===== config.mk =====
export PLATFORM = sky130hd
export DESIGN_NAME = secded_mem_decoder
export DESIGN_NICKNAME = d
export VERILOG_FILES = /design/src/rtl/secded_pkg.sv /design/src/rtl/secded_word_decode.sv /design/src/rtl/secded_mem_decoder.sv
export SDC_FILE = /design/constraint.sdc
export NUM_CORES = 1
export LEC_CHECK = 0
export BUFFER_PORTS_ARGS = -buffer_cell sky130_fd_sc_hd__clkbuf_2
export CAP_MARGIN = 5
export CORE_MARGIN = 4
export CORE_UTILIZATION = 52
export CTS_BUF_LIST = sky130_fd_sc_hd__clkbuf_16
export CTS_CLUSTER_SIZE = 16
export DETAILED_ROUTE_END_ITERATION = 10
export PLACE_DENSITY = 0.76
export SKIP_LAST_GASP = 1
export SLEW_MARGIN = 20
export SYNTH_ARGS = -nofsm -noshare
export SYNTH_HDL_FRONTEND = slang
export SYNTH_SLANG_ARGS = --single-unit

===== constraint.sdc =====
create_clock -name clk -period 2.12 [get_ports clk]
set_input_delay 0.212 -clock clk [delete_from_list [all_inputs] [get_ports clk]]
set_output_delay 0.212 -clock clk [all_outputs]
set_load 0.1 [all_outputs]

===== src/rtl/secded_pkg.sv =====
// secded_pkg: shared widths, FSM states and data-extraction helper for the SECDED decoder.
package secded_pkg;

    typedef enum logic [2:0] {S_IDLE, S_RD, S_DEC, S_WR, S_NEXT, S_DONE} state_e;

    function automatic int n_of(input int r);
        return 1 << r;
    endfunction

    function automatic int dw_of(input int r);
        return (1 << r) - r - 1;
    endfunction

    function automatic int b_of(input int r);
        return (1 << r) / 8;
    endfunction

    function automatic int flag_dbl(input int r);
        return (1 << r) - 1;
    endfunction

    function automatic int flag_sgl(input int r);
        return (1 << r) - 2;
    endfunction

    // Data bits live at every non-power-of-two position above 0, packed ascending.
    function automatic logic [31:0] secded_extract(input logic [31:0] cw, input int r);
        logic [31:0] d;
        int k;
        d = '0;
        k = 0;
        for (int i = 1; i < 32; i++) begin
            if (i < (1 << r) && (i & (i - 1)) != 0) begin
                d[k[4:0]] = cw[i];
                k++;
            end
        end
        return d;
    endfunction

endpackage


===== src/rtl/secded_word_decode.sv =====
// secded_word_decode: combinational Hamming SECDED decode of one codeword.
module secded_word_decode
    import secded_pkg::*;
#(
    parameter int R = 4
) (
    input  logic [n_of(R)-1:0]  cw_i,
    output logic [dw_of(R)-1:0] data_o,
    output logic [1:0]          flags_o,
    output logic [R-1:0]        syn_o
);

    localparam int N  = n_of(R);
    localparam int DW = dw_of(R);

    logic         p;
    logic [N-1:0] fixed;

    always_comb begin
        syn_o = '0;
        for (int i = 1; i < N; i++) syn_o ^= cw_i[i] ? R'(i) : '0;
        p = ^cw_i;
        // A zero syndrome with odd parity flips p0 only, leaving data intact.
        fixed = p ? cw_i ^ (N'(1) << syn_o) : cw_i;
        flags_o = {~p && (syn_o != '0), p};
        data_o = DW'(secded_extract(32'(fixed), R));
    end

endmodule


===== src/rtl/secded_mem_decoder.sv =====
// secded_mem_decoder: walks COUNT codewords in byte memory, SECDED-decodes each and
// writes {flags, data} result words to the destination region with per-run error counts.
module secded_mem_decoder
    import secded_pkg::*;
#(
    parameter int R        = 4,
    parameter int AW       = 8,
    parameter int COUNT    = 15,
    parameter int SRC_BASE = 30,
    parameter int DST_BASE = 0
) (
    input  logic                       clk,
    input  logic                       reset,
    input  logic                       start,
    output logic                       done,
    output logic [AW-1:0]              mem_addr,
    output logic                       mem_rd_en,
    input  logic [7:0]                 mem_rd_data,
    output logic                       mem_wr_en,
    output logic [7:0]                 mem_wr_data,
    output logic [$clog2(COUNT+1)-1:0] err1_cnt,
    output logic [$clog2(COUNT+1)-1:0] err2_cnt
);

    localparam int N  = n_of(R);
    localparam int DW = dw_of(R);
    localparam int B  = b_of(R);
    localparam int CW = $clog2(COUNT + 1);
    localparam int JW = 3;

    state_e          state_q, state_d;
    logic [JW-1:0]   j_q, j_d;
    logic [CW-1:0]   idx_q, idx_d, e1_q, e1_d, e2_q, e2_d;
    logic [N-1:0]    cw_q, cw_d, res_q, res_d;
    logic [DW-1:0]   dec_data;
    logic [1:0]      dec_flags;
    logic [R-1:0]    dec_syn_unused;

    secded_word_decode #(.R(R)) u_dec (
        .cw_i   (cw_q),
        .data_o (dec_data),
        .flags_o(dec_flags),
        .syn_o  (dec_syn_unused)
    );

    always_comb begin
        state_d     = state_q;
        j_d         = j_q;
        idx_d       = idx_q;
        e1_d        = e1_q;
        e2_d        = e2_q;
        cw_d        = cw_q;
        res_d       = res_q;
        mem_addr    = '0;
        mem_rd_en   = 1'b0;
        mem_wr_en   = 1'b0;
        mem_wr_data = '0;
        case (state_q)
            S_IDLE, S_DONE: begin
                if (start) begin
                    state_d = S_RD;
                    j_d     = '0;
                    idx_d   = '0;
                    e1_d    = '0;
                    e2_d    = '0;
                end
            end
            // j counts B read cycles then one extra cycle to capture the last byte.
            S_RD: begin
                mem_rd_en = j_q != JW'(B);
                mem_addr  = mem_rd_en ? AW'(SRC_BASE + B * int'(idx_q) + int'(j_q)) : '0;
                for (int b = 0; b < B; b++) if (j_q == JW'(b + 1)) cw_d[8*b +: 8] = mem_rd_data;
                j_d       = j_q + 1'b1;
                if (j_q == JW'(B)) begin
                    state_d = S_DEC;
                    j_d     = '0;
                end
            end
            S_DEC: begin
                res_d           = '0;
                res_d[N-1]      = dec_flags[1];
                res_d[N-2]      = dec_flags[0];
                res_d[DW-1:0]   = dec_data;
                e1_d            = (dec_flags[0] && e1_q != CW'(COUNT)) ? e1_q + 1'b1 : e1_q;
                e2_d            = (dec_flags[1] && e2_q != CW'(COUNT)) ? e2_q + 1'b1 : e2_q;
                state_d         = S_WR;
            end
            S_WR: begin
                mem_wr_en = 1'b1;
                mem_addr  = AW'(DST_BASE + B * int'(idx_q) + int'(j_q));
                for (int b = 0; b < B; b++) if (j_q == JW'(b)) mem_wr_data = res_q[8*b +: 8];
                j_d       = j_q + 1'b1;
                if (j_q == JW'(B - 1)) begin
                    state_d = S_NEXT;
                    j_d     = '0;
                end
            end
            S_NEXT: begin
                idx_d   = idx_q + 1'b1;
                state_d = (idx_q == CW'(COUNT - 1)) ? S_DONE : S_RD;
            end
            default: state_d = S_IDLE;
        endcase
    end

    always_ff @(posedge clk) begin
        if (reset) begin
            state_q <= S_IDLE;
            j_q     <= '0;
            idx_q   <= '0;
            e1_q    <= '0;
            e2_q    <= '0;
            cw_q    <= '0;
            res_q   <= '0;
        end else begin
            state_q <= state_d;
            j_q     <= j_d;
            idx_q   <= idx_d;
            e1_q    <= e1_d;
            e2_q    <= e2_d;
            cw_q    <= cw_d;
            res_q   <= res_d;
        end
    end

    assign done     = state_q == S_DONE;
    assign err1_cnt = e1_q;
    assign err2_cnt = e2_q;

endmodule


# After elaboration in Yosys (flattened, before gate mapping)
# Cells that the tools add are included.
# word_totals
wordCells	104
regBits	47
# op_classes
mux	38
eq_ne	16
reduce_logical	18
shifts	1
bitwise_logic	16
add_sub_neg	7
# op_table
cell	count
4-bit bitwise XOR	14
4-bit 2-to-1 mux	11
3-bit 2-to-1 mux	11
8-bit 2-to-1 mux	3
4-bit one-hot mux with 2 select lines	3
16-bit 2-to-1 mux	1
16-bit parity	1
1-bit by 4-bit << shifter with 16-bit output (first input constant)	1
16-bit bitwise XOR	1
3-bit one-hot mux with 5 select lines	1
7-bit one-hot mux with 2 select lines	1
4-bit by 1-bit adder with 4-bit output (second input constant)	3
2-bit != test (second input constant)	5
3-bit by 2-bit equality test with 1-bit output (second input constant)	3
3-bit one-hot mux with 3 select lines	1
3-bit AND reduction	3
4-bit != test (second input constant)	2
2-bit AND reduction	4
6-bit by 3-bit adder with 7-bit output	1
7-bit 2-to-1 mux	1
5-bit by 3-bit adder with 6-bit output	1
5-bit by 5-bit adder with 6-bit output (first input constant)	1
3-bit by 1-bit equality test with 1-bit output (second input constant)	2
3-bit equality test (second input constant)	2
12 further kinds	19

# Depth between registers and ports, before layout
# Gate-level depths: netlist (run 1).
# depth
depth_word	20
depth_mapped	9

# Modules after synthesis
# A second synthesis (run 1) with hierarchy kept.
# unflattened
hier_cells	413
area_unflattened_um2	3425.8
# modules_own_cells
mod	n_inst	seq_area_each_um2	area_each_um2	cells_per_inst
secded_mem_decoder	1	940.9	2707.6	322
secded_word_decode	1	0.0	718.2	91

# Worst setup path after synthesis (run 1)
# No wires, ideal clock.
# synth_timing
kind	reg-to-output
startpoint	reg state_q[0]
endpoint	out mem_wr_data[3]
n_path_buf	1
required_time_ns	1.908
t_arrival_ns	4.245
stages_incl_launch_ff	7
setup_slack_ns	-2.337
path_cell_list	dfxtp_1 clkbuf_1 nor2b_1 nand2_1 inv_1 nand3_1 nor3b_1
# synth_between
elab_chain_cells	2
# synth_lines
item	line	source
start: declaration	secded_mem_decoder.sv:31	state_e state_q, state_d;
start signal: assignment	secded_mem_decoder.sv:116	state_q <= state_d;
3-bit by 2-bit equality test with 1-bit output	secded_mem_decoder.sv:58	case (state_q)
8-bit 2-to-1 mux	secded_mem_decoder.sv:58	
end: declaration	secded_mem_decoder.sv:20	output logic [7:0] mem_wr_data,
# Every way passes these cells.

# Worst setup path after layout (run 1)
# layout_timing
startpoint	reg cw_q[11]
endpoint	reg e2_q[3], in the netlist err2_cnt[3]
# layout_between
elab_chain_cells	11
word_cells_on_any_way	13
# layout_lines
item	line	source
start: declaration	secded_mem_decoder.sv:34	logic [N-1:0] cw_q, cw_d, res_q, res_d;
start signal: assignment	secded_mem_decoder.sv:121	cw_q <= cw_d;
4-bit 2-to-1 mux	secded_word_decode.sv:21	for (int i = 1; i < N; i++) syn_o ^= cw_i[i] ? R'(i) : '0;
4-bit bitwise XOR (5 in series)	secded_word_decode.sv:21	
4-bit nonzero test	secded_word_decode.sv:25	flags_o = {~p && (syn_o != '0), p};
1-bit logical AND (*)	secded_word_decode.sv:25	
1-bit logical AND (*)	secded_mem_decoder.sv:85	e2_d = (dec_flags[1] && e2_q != CW'(COUNT)) ? e2_q + 1'b1 : e2_q;
2-bit != test (no source line) (*)	n/a	
3-bit AND reduction (no source line) (*)	n/a	
end signal: assignment	secded_mem_decoder.sv:112	e2_q <= '0;
end signal: assignment	secded_mem_decoder.sv:120	e2_q <= e2_d;
end: declaration	secded_mem_decoder.sv:33	logic [CW-1:0] idx_q, idx_d, e1_q, e1_d, e2_q, e2_d;
# Mark *: on every way between the ends. The rest lies on a longest branch, timed or not.
# A chain may end at the register's enable or synchronous reset.

==> results of run 1 <==
==> Yosys cell counts (4+ instances only) <==
library cell | n | area, um^2
inv_1 | 13 | 48.80
nor3b_1 | 4 | 30.03
and2_1 | 4 | 25.02
a21oi_1 | 24 | 120.1
nor2_1 | 53 | 198.9
o21ai_0 | 10 | 50.05
nand3_1 | 18 | 90.09
a211oi_1 | 10 | 75.07
clkbuf_1 | 10 | 37.54
nor3_1 | 9 | 45.04
nor2b_1 | 6 | 37.54
mux2i_1 | 15 | 150.1
xor2_1 | 16 | 140.1
nand2_1 | 26 | 97.59
dfxtp_1 | 47 | 940.9
nand2b_1 | 7 | 43.79
ha_1 | 13 | 162.7
xnor2_1 | 28 | 245.2
==> layout make-up <==
class,instances,area (um^2)
Clock buffer,5,125.1
Clock inverter,3,43.79
Fill cell,285,953.4
Inverter,13,60.06
Multi-Input combinational cell,286,2481
Sequential cell,47,963.4
Tap cell,72,90.09
Timing Repair Buffer,87,823.3
==> worst paths after layout <==
check	from	end	slack, ps
worst max register to register	cw_q[11]	err2_cnt[3]	-300
worst min-delay path	mem_rd_data[6]	cw_q[14]	160
worst min register to register	res_q[1]	res_q[1]	510
worst max-delay path	cw_q[11]	err2_cnt[3]	-300
==> worst min-delay path: cells and delay by family <==
kind | cells | cell delay [ps]
AOI/OAI and AO/OA | 1 | 50
buffers and inverters | 1 | 90
and+or+nand+nor | 1 | 60
==> stage by stage <==
step	util, %	hold WS (ps)	TNS [ps]
floorplan	-	352.0	-2829
global placement	69.58	465.2	-0.4703
detailed placement	69.58	465.2	-324.5
CTS	77.60	160.0	-1386
global route	82.79	171.7	-5007
finish	82.79	157.0	-3304
==> sequential cells by signal, summed over array words and instances (netlist names) <==
signal / count
state_q: 3
j_q: 3
err1_cnt: 4
cw_q: 16
err2_cnt: 4
idx_q: 4
res_q: 13
==> timing repair <==
item,in CTS,in global routing
setup buffers,8,15
pin swaps,26,29
endpoints found under the setup margin,28,34
hold buffers,0,0
gates cloned,0,0
resized for setup,40,34
==> cell usage in the layout (no fill, tap or decap), types with 5 or more instances in the layout <==
cell type / instances
xor2_1: 11
a211oi_2: 6
nand3_1: 16
mux2i_1: 15
xnor2_1: 16
dfxtp_1: 35
nor3_1: 6
clkbuf_16: 5
o21ai_0: 5
clkbuf_2: 21
a21oi_1: 20
buf_6: 6
xor2_2: 5
a211oi_1: 6
dfxtp_2: 9
buf_4: 44
nor2_1: 42
inv_2: 6
nor2_2: 8
xnor2_2: 10
ha_1: 10
nand2b_1: 6
nand2_1: 21
buf_12: 16
==> cells by family after synthesis <==
logic type                 after synthesis  share of synthesized area [%]
buffers and inverters                   27                          3.522
muxes                                   15                          5.031
and+or+nand+nor                        143                          23.10
xor gates and xnor gates                49                          16.31
AOI/OAI and AO/OA                       63                          13.59
DFF                                     47                          31.53
other                                    1                         0.1257
adders and majority gates               15                          6.793
==> routing by layer <==
metal | track usage [%] | vias up | share of wire [%]
met3 | 4.837 | 63 | 7.7
met4 | 12.72 | 0 | 5.5
met5 | 0 | - | 0
met2 | 43.60 | 209 | 49
li1 | - | 1402 | -
met1 | 30.09 | 1505 | 38
==> power by group through the flow <==
stage,sequential [mW],clock (mW),combinational [mW]
after floorplan,0.943,0,0.327
after global placement,0.931,0,0.469
after detailed placement,0.932,0,0.476
after CTS,0.913,0.909,0.551
after global routing,0.918,0.957,0.664
final,0.917,0.928,0.640
==> results.yml, run 1 <==
critical_path:
  max_stage_delay_ps: 500
  crit_required_ps: 2340
  path_class: "reg2reg"
  start_kind: "flop"
  crit_arrival_ps: 2640
  endpoint_kind: "flop"
  crit_slowest_cell: "dfxtp_1"
  path_buf_inv: 1
  crit_cells: 8
  reg2regPathDepth: 8
  cp_cell_sequence: "xor2_2 -> xor2_1 -> buf_4 -> nor3_1 -> o21ai_2 -> a211oi_2 -> o21ai_0 -> a21oi_1"
  crit_family: "compound AO/OA/AOI/OAI gates"
  cp_max_fo: 5
floorplanning:
  die_area_um2: 7015
  start_util_pct: 53.86
  core_um2: 5540
  die_h_um: 83.76
  die_x_um: 83.76
  io_pins: 38
  std_cell_rows: 27
placed_design:
  placed_area_um2: 3855
  dp_hpwl_um: 5436
  pre_cts_ws_ps: -77.82
  globalplace.congestion: 0.8551
  placed_cells: 483
  io_buffers: 36
layout:
  diodes: 0
  fin_cells: 513
  nNetsFinal: 466
  area_delta_synth_final_pct: 53.71
  drive_gt1_share_pct: 44.67
  final_cell_area_um2: 4587
pwr:
  power_density_nw_per_um2: 541.7
  switching_share_pct: 31.50
  power.internal_mw: 1.702
  leakagePower_nw: 1.768
  pwr-share-clk_pct: 37.4
  p_total_mw: 2.485
  peakVddDrop_uv: 424.2
  switchingPower_mw: 0.7826
  pwr-share-comb_pct: 25.8
  seqPwrFrac_pct: 36.9
sta:
  fin_crit_ps: 2418
  finClkSkew_ps: 5.886
  maxSlewViolCount: 0
  finalSetupViolations: 21
  fmax_ghz: 0.4135
  worst_slack_ps: -298.1
  fin_crit_sh_pct: 114.1
  relSlewSlack_pct: 59.59
  tightest_slew_ps: 601.6
  rsz0062_at_grt: "true"
  finalHoldViolCount: 0
global_routing:
  grt_remaining_overflow: 0
  track_usage_pct: 25.40
  antenna_found_initial: 0
  grt_max_degree: 28
  grt_pass1_vias: 2942
  grt_pass1_wl_um: 14520
drt:
  num_vias: 3179
  ant_nets: 0
  remaining_drc_errors: 0
  viasPerCell: 6.197
  firstDrtPassIters: 8
  wl_um: 10240
  routedWlPerCell_um: 19.96
  drtIter0Drc: 308
clocking:
  cts_tree: "yes"
  numClockSinks: 47
  htreeDepth: 2
  root_buffer: "clkbuf_16"
  clk_latency_ps: 300
  clk_path_buf_depth: 2
  cts_buffers: 5
  path_clk_slew_ps: 70
synthesis:
  synth_edf_count: 0
  synth_cell_type_count: 50
  syn_area_per_cell_um2: 8.289
  postSynthRegisterBits: 47
  ys_seq_area_share_pct: 31.53
  ys_async_sr_fraction_pct: 0
  yosys_warnings: 0
  syn_nets: 386
  synthCells: 360
  syn_area_um2: 2984
  yosys_most_used_dff: "dfxtp_1"
run_status:
  status: "finished with violations"
  violations: "negative setup slack"
hold_path:
  worst_hold_path.num_cells: 3
  min_path_type: "in2reg"
job:
  maxCapViolations: 0
Note: power is estimated with default switching activity, not from simulation.
==> run 2, diff against run 1 <==
Settings changed: SETUP_SLACK_MARGIN set to 0.1, TNS_END_PERCENT set to 5.
==> run 2 against run 1 <==
  * The flow still finishes with violations (negative setup slack)
  * Sequential cell count stayed put
  * Highest routed layer unchanged
  * Largest cell class unchanged
  * Wire length is 29% lower
  * Clock power is 7.2% higher
  * Combinational power is 23% lower
  * Critical path type is now reg2out
  * Worst hold slack better by 24 ps
==> results.yml, run 2 (synthesized netlist as in run 1, its figures left out) <==
job:
  maxCapViolations: 0
clocking:
  cts_buffers: 5
  root_buffer: "clkbuf_16"
  cts_tree: "yes"
  clk_path_buf_depth: 2
  path_clk_slew_ps: 60
  htreeDepth: 2
  numClockSinks: 47
  cts_hold_buf: 0
  clk_latency_ps: 280
placed_design:
  dp_hpwl_um: 5510
  globalplace.congestion: 0.8917
  pre_cts_ws_ps: -156.4
  placed_area_um2: 3839
  io_buffers: 36
hold_path:
  min-delay-start: "mem_rd_data[0]"
  min_path_type: "in2reg"
pwr:
  leakagePower_nw: 1.624
  power_density_nw_per_um2: 584.2
  switching_share_pct: 27.12
  pwr-share-comb_pct: 20.6
  seqPwrFrac_pct: 38.0
  power.internal_mw: 1.752
  peakVddDrop_uv: 399.1
  pwr-share-clk_pct: 41.4
  switchingPower_mw: 0.6522
  p_total_mw: 2.405
critical_path:
  path_class: "reg2out"
  crit_required_ps: 1910
  crit_arrival_ps: 2120
  crit_start: "j_q[2]"
  rr_startpoint: "cw_q[12]"
  start_kind: "flop"
  endpoint_kind: "output pin"
  cp_max_fo: 2
layout:
  reg_top3: "cw_q x16, res_q x13"
  layout_commonest_cell: "nor2_1"
  top_register: "cw_q"
  final_cell_mix: "nor2_1 (46), dfxtp_1 (43), buf_4 (38), xnor2_1 (25), nand2_1 (25)"
  drive_gt1_share_pct: 31.38
  area_delta_synth_final_pct: 37.95
  nNetsFinal: 452
  final_cell_area_um2: 4116
  largest_reg_flops: 16
  diodes: 0
sta:
  tightest_slew_ps: 589.9
  rsz0062_at_grt: "true"
  finClkSkew_ps: 4.987
  fin_setup_tns_ps: -1633
  fin_crit_sh_pct: 110.0
  finalSetupViolations: 26
  fmax_ghz: 0.4288
  maxSlewViolCount: 0
  worst_slack_ps: -211.9
  relSlewSlack_pct: 60.62
  fin_crit_ps: 2332
  finalHoldViolCount: 0
drt:
  remaining_drc_errors: 0
  num_vias: 2731
  ant_nets: 0
  viasPerCell: 5.473
  firstDrtPassIters: 6
  drtIter0Drc: 101
  routedWlPerCell_um: 14.54
  wl_um: 7257
global_routing:
  gr-max-usage-layer: "met2"
  grt_pass1_wl_um: 12540
  grt_remaining_overflow: 0
  track_usage_pct: 21.17
  grt_max_degree: 28
  grtUsageMet2_pct: 37.09
  use_met1_pct: 26.63
  antenna_found_initial: 0
  use_met3_pct: 3.949
  grt_pass1_vias: 2710
floorplanning:
  core_um2: 5540
  io_pins: 38
  die_x_um: 83.76
  start_util_pct: 53.86
  die_h_um: 83.76
  die_area_um2: 7015
  std_cell_rows: 27
run_status:
  status: "finished with violations"
  violations: "negative setup slack"
## run 2: cell count changes in the layout (fill, tap and decap cells not counted), sizes merged
cell    delta
buf       -13
clkinv     -2
bufinv     +1
inv        +1
clkbuf     -1
## run 2: power groups by stage
stage / logic [mW] / registers, mW / clock network [mW]
5_1_grt: 0.523 / 0.917 / 1.06
4_1_cts: 0.482 / 0.914 / 1.01
3_3_place_gp: 0.466 / 0.932 / 0
6_report: 0.495 / 0.915 / 0.995
2_1_floorplan: 0.319 / 0.945 / 0
3_5_place_dp: 0.472 / 0.934 / 0
## run 2: cell type report
type | instances | area, um^2
repair buffers | 73 | 685.7
well taps | 72 | 90.09
fillers | 402 | 1424
clock inverters | 3 | 63.81
flip-flops and latches | 47 | 945.9
multi-input cells | 286 | 2153
clock buffers | 5 | 125.1
inverters | 13 | 52.55
## run 2: path summary, 6_finish.rpt
| check | to | slack (ps) | cells after the start |
|---|---|---|---|
| max | mem_addr[3] | -210 | 10 |
| min | cw_q[8] | 180 | 3 |
| max reg2reg | res_q[3] | -130 | 7 |
| min reg2reg | cw_q[8] | 470 | 2 |
## run 2: worst max-delay path: stages (launching register included)
cell     delay [ps]
dfxtp_2         340
inv_2            50
ha_4            260
inv_2            40
ha_4            150
inv_2            60
fa_2            430
nor3_2          130
a21oi_2          60
nor2_4          130
buf_12          180
## run 2: repair_timing
action	CTS	global route
setup buffers	1	0
setup endpoints to repair	37	46
pin swaps	5	0
gates resized for setup	14	9
## run 2: routing by layer
layer  share of wire [%]  up-vias  wire (um)
li1                    -     1370          -
met1                  43     1261       3154
met3                 5.2       17        379
met4                 1.6        0        115
met5                   0        -          0
met2                  50       83       3607
## run 2: per-stage QoR
stage / utilization, % / cells / hold slack [ps]
2_1_floorplan: - / 360 / 355.9
3_3_place_gp: 69.29 / 490 / 458.0
3_5_place_dp: 69.29 / 490 / 468.3
4_1_cts: 73.67 / 499 / 176.4
5_1_grt: 74.30 / 499 / 197.9
6_report: 74.30 / 499 / 180.9
==> run 3, diff against run 2 <==
Clock period 2.12 ns to 1.9 ns, I/O delays scaled along.
==> run 3 against run 2 <==
  * The run still ends with negative setup slack left
  * Die area is the same
  * Non-clock buffer count is 12 higher
  * Worst setup slack got worse by 220 ps
  * Clock skew rose by 0.94 ps
  * Largest power group is now sequential cells
==> results.yml, run 3 (synthesized netlist as in run 1, its figures left out) <==
sta:
  finalSetupViolations: 36
  tightest_slew_ps: 569.7
  fin_crit_ps: 2335
  finalHoldViolCount: 0
  finClkSkew_ps: 5.930
  fin_setup_tns_ps: -7202
  worst_slack_ps: -435.1
  maxSlewViolCount: 0
  fin_crit_sh_pct: 122.9
  fmax_ghz: 0.4283
  rsz0062_at_grt: "true"
  relSlewSlack_pct: 62.02
  hold_slack_ps: 146.3
critical_path:
  cp_max_fo: 2
  start_kind: "flop"
  reg2regPathDepth: 7
  crit_required_ps: 1710
  r2r_slack_ps: -340
  crit_arrival_ps: 2150
  path_class: "reg2out"
  endpoint_kind: "output pin"
  r2r-end: "res_q[3]"
  rr_startpoint: "cw_q[12]"
layout:
  diodes: 0
  drive_gt1_share_pct: 32.80
  top_register: "cw_q"
  multi_input_area_um2: 2153
  largest_reg_flops: 16
  reg_top3: "cw_q x16, res_q x13"
  area_delta_synth_final_pct: 40.75
  layout_commonest_cell: "buf_4"
  nNetsFinal: 464
  seqCellArea_um2: 944.7
  fin_cells: 511
  num-fill-cells: 370
  final_cell_mix: "buf_4 (49), nor2_1 (46), dfxtp_1 (44), nand2_1 (25), xnor2_1 (24)"
  fin_util_pct: 75.81
floorplanning:
  core_um2: 5540
  die_area_um2: 7015
  io_pins: 38
  std_cell_rows: 27
  start_util_pct: 53.86
  die_h_um: 83.76
  die_x_um: 83.76
pwr:
  peakVddDrop_uv: 401.5
  power_density_nw_per_um2: 590.5
  leakagePower_nw: 1.668
  p_total_mw: 2.480
global_routing:
  grt_remaining_overflow: 0
  antenna_found_initial: 0
  grt_pass1_wl_um: 12570
  grt_max_degree: 28
  track_usage_pct: 21.77
  grt_pass1_vias: 2746
run_status:
  status: "finished with violations"
  violations: "negative setup slack"
drt:
  num_vias: 2788
  remaining_drc_errors: 0
  firstDrtPassIters: 4
  viasPerCell: 5.456
  wl_um: 7621
  ant_nets: 0
  drtIter0Drc: 126
  routedWlPerCell_um: 14.91
hold_path:
  min_path_type: "in2reg"
  worst_hold_path.num_cells: 3
  min-delay-start: "mem_rd_data[1]"
  hold_end: "cw_q[9]"
job:
  maxCapViolations: 0
placed_design:
  placed_cells: 502
  globalplace.congestion: 0.8487
  dp_hpwl_um: 5659
  io_buffers: 36
clocking:
  numClockSinks: 47
  htreeDepth: 2
  root_buffer: "clkbuf_16"
  path_clk_slew_ps: 70
  cts_buffers: 5
  clk_latency_ps: 290
  cts_tree: "yes"
  clk_path_buf_depth: 2
[run 3: how the worst max path moves through the flow]
stage / startpoint / to / slack (ps) / depth (start not counted)
floorplan: state_q[0] / mem_wr_data[3] / -530 / 6
global placement: cw_q[12] / res_q[3] / -240 / 7
detailed placement: cw_q[11] / res_q[9] / -340 / 8
CTS: j_q[2] / mem_addr[3] / -420 / 10
global route: j_q[2] / mem_addr[3] / -500 / 10
finish: j_q[2] / mem_addr[3] / -440 / 10
[run 3: what timing repair did]
action	4_1_cts	5_1_grt
hold buffers	0	0
gates resized for setup	16	6
endpoints found under the setup margin	36	48
cloned	0	0
pin swaps	6	8
buffers inserted	2	0
[run 3: layout make-up]
type | count | share of cell area (%)
Sequential cell | 47 | 22.49
Multi-Input combinational cell | 286 | 51.27
Inverter | 13 | 1.311
Clock inverter | 3 | 0.5362
Clock buffer | 5 | 2.979
Timing Repair Buffer | 85 | 19.27
Tap cell | 72 | 2.145
[run 3: report_power, final]
part	internal, mW	total (mW)	switching, mW	leakage [nW]
Sequential	1.00	1.02	0.0164	0.381
Clock	0.495	0.888	0.393	0.0746
Combinational	0.223	0.575	0.352	1.21
Total	1.72	2.48	0.761	1.67
[run 3: worst max-delay path: stages, from the launching register on]
cell	delay, ps
dfxtp_2	340
inv_2	50
ha_4	270
inv_4	30
ha_4	150
inv_2	60
fa_2	410
nor3_2	190
a21oi_2	70
nor2_4	110
buf_12	180
[run 3: stage by stage]
step | setup WS (ps) | area [um^2]
global route | -499.6 | 4200
global placement | -242.2 | 3959
floorplan | -534.6 | 3138
finish | -435.1 | 4200
detailed placement | -342.8 | 3959
CTS | -420.0 | 4179
[run 3: per-layer routing]
metal,part of all wire (%),routed length (um),vias up,global-route usage (%)
li1,-,-,1391,-
met1,42,3199,1305,25.95
met2,52,3956,79,39.62
met3,4.6,352,13,3.751
met4,1.5,112,0,6.433
met5,0,0,-,0
